<file path="src/rtl/pio_adder_pkg.sv">
// rtl/pio_adder_pkg.sv - shared types, defaults and sizing helpers for the PIO adder engine
package pio_adder_pkg;

    localparam int DEFAULT_DATA_W        = 64;
    localparam int DEFAULT_CHUNK_W       = 16;
    localparam int DEFAULT_SETTLE_CYCLES = 4;

    typedef enum logic [1:0] {
        IDLE   = 2'd0,
        SETTLE = 2'd1,
        ADD    = 2'd2
    } state_e;

    function automatic int nchunk(input int data_w, input int chunk_w);
        return data_w / chunk_w;
    endfunction

    // Bits needed to count 0..n-1, never less than one so degenerate sizes still elaborate.
    function automatic int width_for(input int n);
        return (n <= 2) ? 1 : $clog2(n);
    endfunction

endpackage

</file>
<file path="src/rtl/pio_adder_engine_if.sv">
// rtl/pio_adder_engine_if.sv - operand/result bundle between the HPS PIO exports and the adder engine
interface pio_adder_engine_if
    import pio_adder_pkg::*;
#(
    parameter int DATA_W = DEFAULT_DATA_W
);

    logic [DATA_W-1:0] adder_a;
    logic [DATA_W-1:0] adder_b;
    logic [DATA_W-1:0] adder_sum;
    logic              carry_out;
    logic              busy;
    logic              done;

    modport master (
        output adder_a,
        output adder_b,
        input  adder_sum,
        input  carry_out,
        input  busy,
        input  done
    );

    modport slave (
        input  adder_a,
        input  adder_b,
        output adder_sum,
        output carry_out,
        output busy,
        output done
    );

endinterface

</file>
<file path="src/rtl/pio_adder_chunk.sv">
// rtl/pio_adder_chunk.sv - combinational W-bit adder slice with carry in and carry out
module pio_adder_chunk #(
    parameter int W = 16
) (
    input  logic [W-1:0] a_i,
    input  logic [W-1:0] b_i,
    input  logic         c_i,
    output logic [W-1:0] s_o,
    output logic         c_o
);

    assign {c_o, s_o} = {1'b0, a_i} + {1'b0, b_i} + {{W{1'b0}}, c_i};

endmodule

</file>
<file path="src/rtl/pio_adder_engine.sv">
// rtl/pio_adder_engine.sv - waits for stable PIO operands, adds them chunk by chunk, publishes the sum atomically
module pio_adder_engine
    import pio_adder_pkg::*;
#(
    parameter int DATA_W        = DEFAULT_DATA_W,
    parameter int CHUNK_W       = DEFAULT_CHUNK_W,
    parameter int SETTLE_CYCLES = DEFAULT_SETTLE_CYCLES
) (
    input  logic                clk_clk,
    input  logic                reset_reset_n,
    pio_adder_engine_if.slave   bus
);

    localparam int NCHUNK = nchunk(DATA_W, CHUNK_W);
    localparam int IDX_W  = width_for(NCHUNK);
    localparam int CNT_W  = width_for(SETTLE_CYCLES);
    localparam logic [IDX_W-1:0] LAST_IDX = IDX_W'(NCHUNK - 1);
    localparam logic [CNT_W-1:0] LAST_CNT = CNT_W'(SETTLE_CYCLES - 1);

    state_e            state_q, state_d;
    logic [DATA_W-1:0] sh_a_q, sh_a_d, sh_b_q, sh_b_d;
    logic [DATA_W-1:0] op_a_q, op_a_d, op_b_q, op_b_d;
    logic [DATA_W-1:0] part_q, part_d;
    logic [DATA_W-1:0] sum_q, sum_d;
    logic [IDX_W-1:0]  idx_q, idx_d;
    logic [CNT_W-1:0]  cnt_q, cnt_d;
    logic              carry_q, carry_d;
    logic              cout_q, cout_d;
    logic              done_q, done_d;

    logic [CHUNK_W-1:0] a_chunk, b_chunk, chunk_sum;
    logic               chunk_co;
    logic [DATA_W-1:0]  part_next;

    // Select the operand slice for the current chunk and splice its sum into the partial result.
    always_comb begin
        a_chunk   = '0;
        b_chunk   = '0;
        part_next = part_q;
        for (int i = 0; i < NCHUNK; i++) begin
            if (idx_q == IDX_W'(i)) begin
                a_chunk = op_a_q[i*CHUNK_W +: CHUNK_W];
                b_chunk = op_b_q[i*CHUNK_W +: CHUNK_W];
                part_next[i*CHUNK_W +: CHUNK_W] = chunk_sum;
            end
        end
    end

    pio_adder_chunk #(
        .W (CHUNK_W)
    ) u_chunk (
        .a_i (a_chunk),
        .b_i (b_chunk),
        .c_i (carry_q),
        .s_o (chunk_sum),
        .c_o (chunk_co)
    );

    always_comb begin
        state_d = state_q;
        sh_a_d  = sh_a_q;
        sh_b_d  = sh_b_q;
        op_a_d  = op_a_q;
        op_b_d  = op_b_q;
        part_d  = part_q;
        sum_d   = sum_q;
        idx_d   = idx_q;
        cnt_d   = cnt_q;
        carry_d = carry_q;
        cout_d  = cout_q;
        done_d  = 1'b0;

        case (state_q)
            IDLE: begin
                if ({bus.adder_a, bus.adder_b} != {op_a_q, op_b_q}) begin
                    sh_a_d  = bus.adder_a;
                    sh_b_d  = bus.adder_b;
                    cnt_d   = '0;
                    state_d = SETTLE;
                end
            end
            SETTLE: begin
                // Any movement restarts the stability window; software writes A and B separately.
                if ({bus.adder_a, bus.adder_b} != {sh_a_q, sh_b_q}) begin
                    sh_a_d = bus.adder_a;
                    sh_b_d = bus.adder_b;
                    cnt_d  = '0;
                end else if (cnt_q == LAST_CNT) begin
                    op_a_d  = bus.adder_a;
                    op_b_d  = bus.adder_b;
                    idx_d   = '0;
                    carry_d = 1'b0;
                    state_d = ADD;
                end else begin
                    cnt_d = cnt_q + 1'b1;
                end
            end
            ADD: begin
                part_d  = part_next;
                carry_d = chunk_co;
                idx_d   = idx_q + 1'b1;
                if (idx_q == LAST_IDX) begin
                    sum_d   = part_next;
                    cout_d  = chunk_co;
                    done_d  = 1'b1;
                    state_d = IDLE;
                end
            end
            default: begin
                state_d = IDLE;
            end
        endcase
    end

    always_ff @(posedge clk_clk) begin
        if (!reset_reset_n) begin
            state_q <= IDLE;
            sh_a_q  <= '0;
            sh_b_q  <= '0;
            op_a_q  <= '0;
            op_b_q  <= '0;
            part_q  <= '0;
            sum_q   <= '0;
            idx_q   <= '0;
            cnt_q   <= '0;
            carry_q <= 1'b0;
            cout_q  <= 1'b0;
            done_q  <= 1'b0;
        end else begin
            state_q <= state_d;
            sh_a_q  <= sh_a_d;
            sh_b_q  <= sh_b_d;
            op_a_q  <= op_a_d;
            op_b_q  <= op_b_d;
            part_q  <= part_d;
            sum_q   <= sum_d;
            idx_q   <= idx_d;
            cnt_q   <= cnt_d;
            carry_q <= carry_d;
            cout_q  <= cout_d;
            done_q  <= done_d;
        end
    end

    assign bus.adder_sum = sum_q;
    assign bus.carry_out = cout_q;
    assign bus.busy      = (state_q != IDLE);
    assign bus.done      = done_q;

endmodule

</file>
<file path="src/flat_wrapper.sv">
// flat-port wrapper written by rule: the top's interface ports become plain ports
module pio_adder_engine_flat import pio_adder_pkg::*;
#(
    parameter int DATA_W        = DEFAULT_DATA_W,
    parameter int CHUNK_W       = DEFAULT_CHUNK_W,
    parameter int SETTLE_CYCLES = DEFAULT_SETTLE_CYCLES
)
  (clk_clk, reset_reset_n, bus_adder_a, bus_adder_b, bus_adder_sum, bus_carry_out, bus_busy, bus_done);
  pio_adder_engine_if #(.DATA_W(DATA_W)) bus_i ();
  input  logic clk_clk;
  input  logic reset_reset_n;
  input wire logic [$bits(bus_i.adder_a)-1:0] bus_adder_a;
  input wire logic [$bits(bus_i.adder_b)-1:0] bus_adder_b;
  output wire logic [$bits(bus_i.adder_sum)-1:0] bus_adder_sum;
  output wire logic [$bits(bus_i.carry_out)-1:0] bus_carry_out;
  output wire logic [$bits(bus_i.busy)-1:0] bus_busy;
  output wire logic [$bits(bus_i.done)-1:0] bus_done;
  assign bus_i.adder_a = bus_adder_a;
  assign bus_i.adder_b = bus_adder_b;
  assign bus_adder_sum = bus_i.adder_sum;
  assign bus_carry_out = bus_i.carry_out;
  assign bus_busy = bus_i.busy;
  assign bus_done = bus_i.done;
  pio_adder_engine #(.DATA_W(DATA_W), .CHUNK_W(CHUNK_W), .SETTLE_CYCLES(SETTLE_CYCLES)) u_core (.clk_clk(clk_clk), .reset_reset_n(reset_reset_n), .bus(bus_i));
endmodule
</file>
<file path="config.mk">
export PLATFORM = sky130hd
export DESIGN_NAME = pio_adder_engine_flat
export DESIGN_NICKNAME = d
export VERILOG_FILES = /design/src/rtl/pio_adder_pkg.sv /design/src/rtl/pio_adder_engine_if.sv /design/src/rtl/pio_adder_chunk.sv /design/src/rtl/pio_adder_engine.sv /design/src/flat_wrapper.sv
export SDC_FILE = /design/constraint.sdc
export NUM_CORES = 1
export LEC_CHECK = 0
export CAP_MARGIN = 20
export CORE_ASPECT_RATIO = 1.4
export CORE_UTILIZATION = 35
export CTS_CLUSTER_DIAMETER = 40
export DETAILED_ROUTE_END_ITERATION = 8
export PLACE_DENSITY_LB_ADDON = 0.25
export SYNTH_ARGS = -nofsm -noshare
export SYNTH_HDL_FRONTEND = slang
export SYNTH_SLANG_ARGS = --single-unit
</file>
<file path="constraint.sdc">
create_clock -name clk_clk -period 10.3 [get_ports clk_clk]
set_input_delay 2.06 -clock clk_clk [delete_from_list [all_inputs] [get_ports clk_clk]]
set_output_delay 2.06 -clock clk_clk [all_outputs]
set_load 0.05 [all_outputs]
</file>
Yosys cells after proc, flatten, opt, wreduce, memory -nomap -nowiden. Index checks and enable logic that the tools add are counted.

$add $sub $neg: 4. Multiply operators: 0. Div/mod/pow operators: 0. $lt $le $gt $ge: 0. Equality and inequality tests: 14. Shift operators: 0. Mux-type cells: 34. Bitwise logic cells: 1. Reductions and logical operators: 12.

Operator list (number): 64-bit two-way mux (4); 128-bit != test (2); 64-bit one-hot mux with 2 select lines (2); 16-bit two-way mux (12); 2-bit two-way mux (9); 16-bit by 16-bit adder with 17-bit output (1); 17-bit by 1-bit adder with 17-bit output (1); 3-bit AND reduction (4); 2-bit == test (second input constant) (4); 2-bit by 1-bit != test with 1-bit output (second input constant) (4); 2-bit one-hot mux with 2 select lines (2); 2-bit one-hot mux with 3 select lines (1); 2-bit nonzero test (3); 2-bit by 1-bit adder with 2-bit output (second input constant) (2); 2-bit by 1-bit == test with 1-bit output (second input constant) (2); 2-bit zero test (2); 2-bit AND reduction (2); 4-bit AND reduction (1); 1-bit two-way mux (3); 3-bit by 2-bit != test with 1-bit output (second input constant) (1); 2-bit != test (second input constant) (1); 1-bit one-hot mux with 2 select lines (1); 1-bit inverter (1).

Register bits after elaboration: 393. Bits in latches: 0. Bits in writable memories: 0. Bits in read-only memories: 0. Input port bits: 130. Logic and storage cells: 77. Memories kept: 0.

Logic depth before layout (Yosys ltp). Gate-level depths: netlist of the first run.

Word-level depth: 8. Gate-level depth with buffers: 20. Gate-level depth less buffers: 20.

Hierarchy. From an unflattened synthesis of the first run, not the netlist that was laid out.

Cell total of the unflattened synthesis: 2176. Area, all modules: 19087.1 um2.

By module, submodules not included: pio_adder_engine (instances 1, cells an instance 2082, area an instance 18340.1 um2, sequential area each 7547.2 um2); pio_adder_chunk (instances 1, cells an instance 94, area an instance 747.0 um2, sequential area each 0.0 um2).

Least setup slack after synthesis of the first run. OpenSTA, ideal clock, no wires.

Path type: input-to-reg. Start point: in bus_adder_a[59]. End point: reg u_core.sh_b_q[60]. Data arrival time: 4.269 ns. Required time: 10.172 ns. Slack: 5.904 ns. Cell stages on the path: 12. Path through: nor2b_1 -> a2111o_1 -> nor4_1 -> nand4_1 -> or4_1 -> nor3b_1 -> buf_6 -> buf_6 -> buf_6 -> buf_6 -> nand3_1 -> o21ai_1.

Word-level cells in the longest chain between the ends: 3. Elaborated cells between the ends (all ways): 5. Classes of those cells: eq/ne: 4; reduce/logical: 1.

Ends and longest elaborated chain: start: declaration (RTL line flat_wrapper.sv:12) `input wire logic [$bits(bus_i.adder_a)-1:0] bus_adder_a;`; 128-bit != test, on equally long branches (RTL line pio_adder_engine.sv:84, pio_adder_engine.sv:75); 2-bit by 1-bit != test with 1-bit output (no source line); 3-bit AND reduction (no source line) *; end signal: assignment (RTL line pio_adder_engine.sv:119) `sh_b_q <= '0;`; end signal: assignment (RTL line pio_adder_engine.sv:132) `sh_b_q <= sh_b_d;`; end: declaration (RTL line pio_adder_engine.sv:21) `logic [DATA_W-1:0] sh_a_q, sh_a_d, sh_b_q, sh_b_d;`.

Every way passes the cells marked *; elsewhere a longest branch is shown, timed or not. A chain may end at the register's enable or synchronous reset.

Final worst setup path of the first run.
Start point: reg u_core.idx_q[0]. End point: reg u_core.sum_q[62], in the netlist u_core.bus.adder_sum[62].

Word-level cells in the longest chain between the ends: 8. Elaborated cells between the ends (all ways): 16. Classes of those cells: add/sub: 2; eq/ne: 3; mux: 9; reduce/logical: 2.

Ends and longest elaborated chain: start: declaration (RTL line pio_adder_engine.sv:25) `logic [IDX_W-1:0] idx_q, idx_d;`; start signal: assignment (RTL line pio_adder_engine.sv:137) `idx_q <= idx_d;`; 2-bit zero test (RTL line pio_adder_engine.sv:41) `if (idx_q == IDX_W'(i)) begin`; 16-bit two-way mux (4 in series) (RTL line pio_adder_engine.sv:41); 16-bit by 16-bit adder with 17-bit output (RTL line pio_adder_chunk.sv:12) `assign {c_o, s_o} = {1'b0, a_i} + {1'b0, b_i} + {{W{1'b0}}, c_i};`; 17-bit by 1-bit adder with 17-bit output (RTL line pio_adder_chunk.sv:12); 16-bit two-way mux (RTL line pio_adder_engine.sv:41); end signal: assignment (RTL line pio_adder_engine.sv:136) `sum_q <= sum_d;`; end: declaration (RTL line pio_adder_engine.sv:24) `logic [DATA_W-1:0] sum_q, sum_d;`.

Parallel ways exist; a longest one is shown, timed or not.

==> summary.md, run 1 <==
| Metric | Value |
|---|---|
| Total GRT Usage | `about 25%` |
| Peak VDD IR | `0.120 mV` |
| Synth cell count leaders | `dfxtp_1 (377), nand2_1 (250), xnor2_1 (199)` |
| Vias per cell | `between 5 and 6` |
| Share of cells above drive strength 1 | `5.37%` |
| Pwr dens | `between 150 and 200 nW/um^2` |
| Initial DRC count | `roughly 1,200` |
| Resized Gates After CTS | `0` |
| Port Buffers | `between 150 and 200` |
| WS Path Type | `flop to flop` |
| Sequential area share after synthesis | `between 30% and 40%` |
| Min cycle time layout | `between 6 and 7 ns` |
| Cell breakdown of the critical path | `inv_1 > ha_1 > buf_4 > and3_1 > a21oi_1 > nor2_1 > a21oi_1 > nor2_1 > a21oi_1 > fa_1 > inv_1 > fa_1 > a211oi_1 > o21bai_1 > a21o_1 > a2111oi_0 > o31ai_1 > a21oi_1 > xor2_1 > o21ai_0` |
| Largest net degree at the start of global routing | `~190` |
| Hold_buf cts | `0` |
| Unrepaired setup endpoints after global routing | `false` |
| Final setup vio count | `0` |
| Worst path most repeated cell | `a21oi_1` |
| Placer Congestion | `a little under 1` |
| CTS tree | `done` |
| Worst r2r src | `u_core.idx_q[0]$_SDFFE_PN0P_` |
| Measured slew at the worst slew-check pin | `1.05 ns` |
| Cells after Synth | `about 2,300` |
| Synthesis-to-finish area growth | `22.5%` |
| Total vias in the final route | `16,700` |
| Worst hold-check path type | `flop to flop` |
| Die Ht | `~280 um` |
| First-pass GRT wire length | `about 100 mm` |
| Hold Crit Start | `u_core.bus.adder_sum[56]$_SDFFE_PN0P_` |
| Clk slew on worst S/H paths | `~0.05 ns` |
| Detail Route Antenna Nets | `0` |
| Post-detail-place hpwl | `52.8 mm` |
| Post-synth EDFFs | `0` |
| Mean Syn Cell Area | `about 8.4 um^2` |
| Post-synth top area share | `around 40%` |
| Starting density of the core | `between 30% and 40%` |
| Max stage delay on crit path | `~0.73 ns` |
| Max-slew violations | `0` |
| Tcrit/Tclk final | `about 59%` |
| GRT overflow | `0` |
| Critical Path Start | `u_core.idx_q[0]$_SDFFE_PN0P_` |
| Max frequency | `0.165 GHz` |
| Die Area | `approximately 55,000 um^2` |
| Slew HR | `slightly below 30%` |
| Critical path's slowest cell | `a2111oi_0` |
| H-tree Lvls | `2` |
| Leak pwr | `about 9.2 nW` |
| Synth Warn # | `0` |
| Post-CTS Setup Repair Bufs | `0` |
| Max-Cap Viols | `0` |
| Post-Syn Nets | `between 2,000 and 2,500` |
| CP startpoint kind | `flop` |
| Drt drc | `0` |
| Top cells by area, synth | `dfxtp_1 (40%), xnor2_1 (9.1%), mux2i_1 (7.2%)` |
| Ys flop type | `dfxtp_1` |
| Root Buffer | `clkbuf_16` |
| Flop and latch count out of synthesis | `~380` |
| Area leader, netlist | `dfxtp_1` |
| Post-Syn Area | `~19,000 um^2` |
| Site Rows | `100` |
| Clock Skew | `~0.035 ns` |
| CTS Buffer Depth | `3` |
| Status | `finished, final reports clean` |
| Final wirelength | `roughly 70 mm` |
| Die X | `between 150 and 200 um` |
| Ys async rst share | `0%` |
| Crit Path Max Fanout | `32` |
| Overall Power | `~4 mW` |
| Final nets | `approximately 2,500` |
| Initial antenna violation count | `4` |
| # IOs | `197` |
| Most common cell in the netlist | `dfxtp_1` |
| Cell variety after synth | `50` |
| Drt pass-1 iters | `4` |
| Post-detailed-route wirelength per cell | `22.4 um` |
| Vias in the first global route | `approximately 16,000` |
| CP arrival | `6.51 ns` |
| CTS sink cnt | `377` |
| Setup TNS | `0 ns` |
| Crit. End Element | `flop` |
| CP required | `between 10 and 15 ns` |
| CTS Buf Count | `54` |
| CORE AREA | `53,600 um^2` |
| Hold Vio Cnt, Final | `0` |
| Clk Latency, worst-skew pair | `between 0.6 and 0.7 ns` |
[cell usage in the layout (no fill, tap or decap), drive strengths merged, types with 8 or more instances in the layout]
master	Yosys	final
nand4	54	54
clkdlybuf4s50	0	195
a21boi	17	17
clkinv	0	9
inv	42	52
o22ai	8	8
buf	37	21
a41oi	15	15
dfxtp	377	377
nor4	24	24
o21ai	233	233
clkbuf	122	66
nand3	167	167
mux2i	138	138
nand2	250	250
o211a	17	17
xor2	22	22
nor2	65	65
ha	23	23
nand2b	18	18
and2	13	13
xnor2	199	199
and3	46	46
a2111o	15	15
nor2b	187	187
a21oi	110	110
[flip-flops by register name (all words and copies together) (netlist names)]
register and count:
u_core.op_b_q 64, u_core.carry_q 1, u_core.sh_b_q 64, u_core.part_q 48
u_core.op_a_q 64, u_core.state_q 2, u_core.bus.done 1, u_core.bus.carry_out 1
u_core.bus.adder_sum 64, u_core.cnt_q 2, u_core.idx_q 2, u_core.sh_a_q 64
[where the power goes]
group          switching [mW]  internal, mW  leakage, nW
sequential             0.0481          1.53         3.07
clock                   0.745          1.20        0.909
combinational           0.293         0.193         5.22
[per-stage QoR]
stage	hold WS (ns)	utilization [%]	std cells	setup slack (ns)	cell area [um^2]
finish	0.456	43.7	3140	4.24	23400
global route	0.473	43.7	3139	3.86	23400
CTS	0.457	43.6	3135	4.27	23300
detailed placement	0.449	40.0	3038	4.06	21400
global placement	0.447	40.0	3038	4.10	21400
floorplan	0.436	-	2269	5.90	19100
[cells by family after synthesis]
logic type	Yosys count	synth area share, %
AND/OR/NAND/NOR	840	22.6
adder cells (fa/ha/maj)	25	1.72
multiplexers	138	7.24
AO/OA/AOI/OAI	467	14.5
buffers and inverters	201	4.23
flip-flops	377	39.6
XOR/XNOR	221	10.1
[per-layer routing]
metal  up-vias  GRT usage [%]  wire length, um
met5         -              0                0
met4         0           16.8             5020
met3       145           3.47             3390
met2       517           43.8            34600
met1      7965           29.0            27300
li1       8081              -                -
[layout make-up]
class,count,area (um^2)
well taps,714,893
multi-input cells,1691,10700
fillers,5404,30200
clock buffers,66,1470
flip-flops and latches,377,7550
repair buffers,216,2150
inverters,42,158
clock inverters,31,409
diodes,3,7.51
[final timing paths]
| path | end | slack, ns | cells after the start |
|---|---|---|---|
| max | u_core.bus.adder_sum[62]$_SDFFE_PN0P_ | 4.24 | 20 |
| min | u_core.bus.adder_sum[56]$_SDFFE_PN0P_ | 0.46 | 2 |
| max reg2reg | u_core.bus.adder_sum[62]$_SDFFE_PN0P_ | 4.24 | 20 |
| min reg2reg | u_core.bus.adder_sum[56]$_SDFFE_PN0P_ | 0.46 | 2 |
[critical path: cells and delay by family (launching register included)]
family	cells	cell delay (ns)
buffers and inverters	3	0.57
DFF	1	0.38
xor gates and xnor gates	1	0.68
adders and majority gates	3	1.31
AOI/OAI and AO/OA	10	2.60
and+or+nand+nor	3	0.35
(Power assumes the default switching activity.)
==> run 2, diff against run 1 <==
- clock period: 10.3 -> 5.8 ns (I/O delays scaled with it)
==> run 2 against run 1 <==
  * The flow now finishes with violations (max-slew violations)
  * Core utilization barely moved
  * Power rose by 72%
  * Routed wire length rose by 2.1%
  * Die area did not move
  * Sequential cell count did not move
  * Maximum frequency rose by 19%
  * Combinational power rose by 76%
  * First-iteration DRC count fell by 12%
  * Count of clock-buffer cells in the layout fell by 2
  * Register-to-register slack got worse by 3.5 ns
  * Non-clock buffer count rose by 6
  * Clock power rose by 67%
==> summary.md, run 2 (synthesis results as in run 1) <==
| Metric | Value |
|---|---|
| CORE AREA | `between 50,000 and 60,000 um^2` |
| Peak VDD IR | `about 0.24 mV` |
| Placer Congestion | `about 0.98` |
| Critical Path Start | `u_core.idx_q[1]$_SDFFE_PN0P_` |
| Measured slew at the worst slew-check pin | `1.51 ns` |
| Clk Latency, worst-skew pair | `0.62 ns` |
| Initial DRC count | `roughly 1,100` |
| Final setup vio count | `0` |
| Drt pass-1 iters | `5` |
| Filler cells | `about 5,300` |
| Max-slew violations | `between 40 and 50` |
| CP startpoint kind | `flop` |
| Utilization after layout | `approximately 44%` |
| Die Ht | `about 280 um` |
| Post-detailed-route wirelength per cell | `22.9 um` |
| Switching Fraction | `around 28%` |
| Total vias in the final route | `between 15,000 and 20,000` |
| FF-to-FF setup slack | `0.73 ns` |
| Share of total power in the clock network | `46.9%` |
| CP required | `approximately 6.3 ns` |
| H-tree Lvls | `2` |
| First-pass GRT wire length | `104 mm` |
| Final wirelength | `71.8 mm` |
| Net Switching | `around 1.9 mW` |
| Crit. End Element | `flop` |
| Failing checks | `max-slew violations` |
| CTS tree | `done` |
| Pwr dens | `between 200 and 300 nW/um^2` |
| Fin Hold WS | `roughly 0.46 ns` |
| FF+latch area | `7550 um^2` |
| Clk slew on worst S/H paths | `approximately 0.060 ns` |
| Sequential share of power | `40.6%` |
| Root Buffer | `clkbuf_16` |
| Setup TNS | `0 ns` |
| Most frequent cells in the layout | `dfxtp_1 (377), nand2_1 (248), xnor2_1 (199)` |
| Port Buffers | `196` |
| Resized Gates After CTS | `0` |
| Drt drc | `0` |
| Worst Hold End | `u_core.sh_b_q[14]$_SDFFE_PN0P_` |
| Largest net degree at the start of global routing | `~260` |
| Logic pwr share | `12.4%` |
| Crit Path Max Fanout | `14` |
| Multi-input gate area | `10,700 um^2` |
| Die X | `between 150 and 200 um` |
| Vias per cell | `~5.3` |
| Commonest non-fill, non-tap cell in the layout | `dfxtp_1` |
| Hold Crit Start | `u_core.sh_b_q[14]$_SDFFE_PN0P_` |
| Post-CTS Setup Repair Bufs | `0` |
| Worst hold-check path type | `flop to flop` |
| GRT overflow | `0` |
| Detail Route Antenna Nets | `0` |
| Worst r2r path cells | `21` |
| Die Area | `~55,000 um^2` |
| WS Path Type | `flop to flop` |
| CTS Buf Count | `52` |
| Reg-to-reg endpoint | `u_core.bus.adder_sum[30]$_SDFFE_PN0P_` |
| Hold_buf cts | `0` |
| # IOs | `about 200` |
| Diodes inserted | `0` |
| Hold depth | `2` |
| Slew HR | `-0.546%` |
| Leak pwr | `9.20 nW` |
| Vias in the first global route | `roughly 16,000` |
| Final nets | `2,541` |
| Overall Power | `between 6 and 7 mW` |
| Max-Cap Viols | `0` |
| Post-detail-place hpwl | `roughly 54 mm` |
| CTS sink cnt | `~380` |
| CTS Buffer Depth | `3` |
| Max frequency | `just under 0.2 GHz` |
| Starting density of the core | `35.6%` |
| Synthesis-to-finish area growth | `22.4%` |
| Unrepaired setup endpoints after global routing | `false` |
| Site Rows | `100` |
| Min cycle time layout | `5.07 ns` |
| Initial antenna violation count | `3` |
| Worst r2r src | `u_core.idx_q[1]$_SDFFE_PN0P_` |
| Clock Skew | `between 0.04 and 0.05 ns` |
| Hold Vio Cnt, Final | `0` |
| Share of cells above drive strength 1 | `5.72%` |
| Status | `finished with violations` |
| Cell Int Power | `4.99 mW` |
| Tcrit/Tclk final | `87.5%` |
| CP arrival | `roughly 5.5 ns` |
| Total GRT Usage | `between 20% and 30%` |
==> run 2: worst max path at each step <==
| stage | to | slack [ns] | cells after the start |
|---|---|---|---|
| 2_1_floorplan | u_core.bus.adder_sum[14]$_SDFFE_PN0P_ | 1.51 | 19 |
| 3_3_place_gp | u_core.bus.adder_sum[62]$_SDFFE_PN0P_ | 0.51 | 20 |
| 3_5_place_dp | u_core.bus.adder_sum[30]$_SDFFE_PN0P_ | 0.44 | 20 |
| 4_1_cts | u_core.bus.adder_sum[30]$_SDFFE_PN0P_ | 0.41 | 20 |
| 5_1_grt | u_core.bus.adder_sum[62]$_SDFFE_PN0P_ | 0.34 | 21 |
| 6_report | u_core.bus.adder_sum[30]$_SDFFE_PN0P_ | 0.73 | 21 |
==> run 2: power by group through the flow <==
stage | logic, mW | clock network, mW | registers (mW)
4_1_cts | 0.861 | 3.31 | 2.81
3_3_place_gp | 0.843 | 0 | 2.86
2_1_floorplan | 0.544 | 0 | 2.85
3_5_place_dp | 0.858 | 0 | 2.86
6_report | 0.857 | 3.24 | 2.81
5_1_grt | 0.925 | 3.41 | 2.82
==> run 2: worst max-delay path, stage by stage (launching register included) <==
cell	delay (ns)
dfxtp_1	0.34
inv_1	0.09
ha_2	0.36
inv_1	0.24
and3_1	0.26
a21oi_1	0.17
nor2_1	0.06
a21oi_1	0.16
nor2_1	0.06
a21oi_1	0.28
fa_1	0.26
inv_1	0.07
fa_1	0.48
a211oi_1	0.26
o21bai_1	0.15
a21o_1	0.19
a2111oi_0	0.39
buf_4	0.19
o31ai_1	0.07
a21oi_1	0.17
xor2_1	0.45
o21ai_0	0.19
==> run 2: per-layer routing <==
| layer | up-vias | routed length, um | global-route usage (%) |
|---|---|---|---|
| met3 | 167 | 3530 | 4.22 |
| met4 | 4 | 5120 | 16.7 |
| met1 | 7915 | 27300 | 29.0 |
| li1 | 8101 | - | - |
| met5 | - | 28 | 0 |
| met2 | 517 | 35800 | 44.6 |
==> run 2: cell type report <==
type,count,share of cell area [%]
clock buffers,64,6.20
clock inverters,33,1.39
inverters,42,0.675
multi-input cells,1691,46.0
flip-flops and latches,377,32.3
well taps,714,3.82
repair buffers,222,9.59
==> run 2: stage by stage <==
stage	instances	setup slack, ns	area (um^2)
global placement	3044	0.509	21500
floorplan	2269	1.51	19100
CTS	3141	0.407	23300
finish	3143	0.727	23400
global route	3143	0.338	23400
detailed placement	3044	0.436	21500
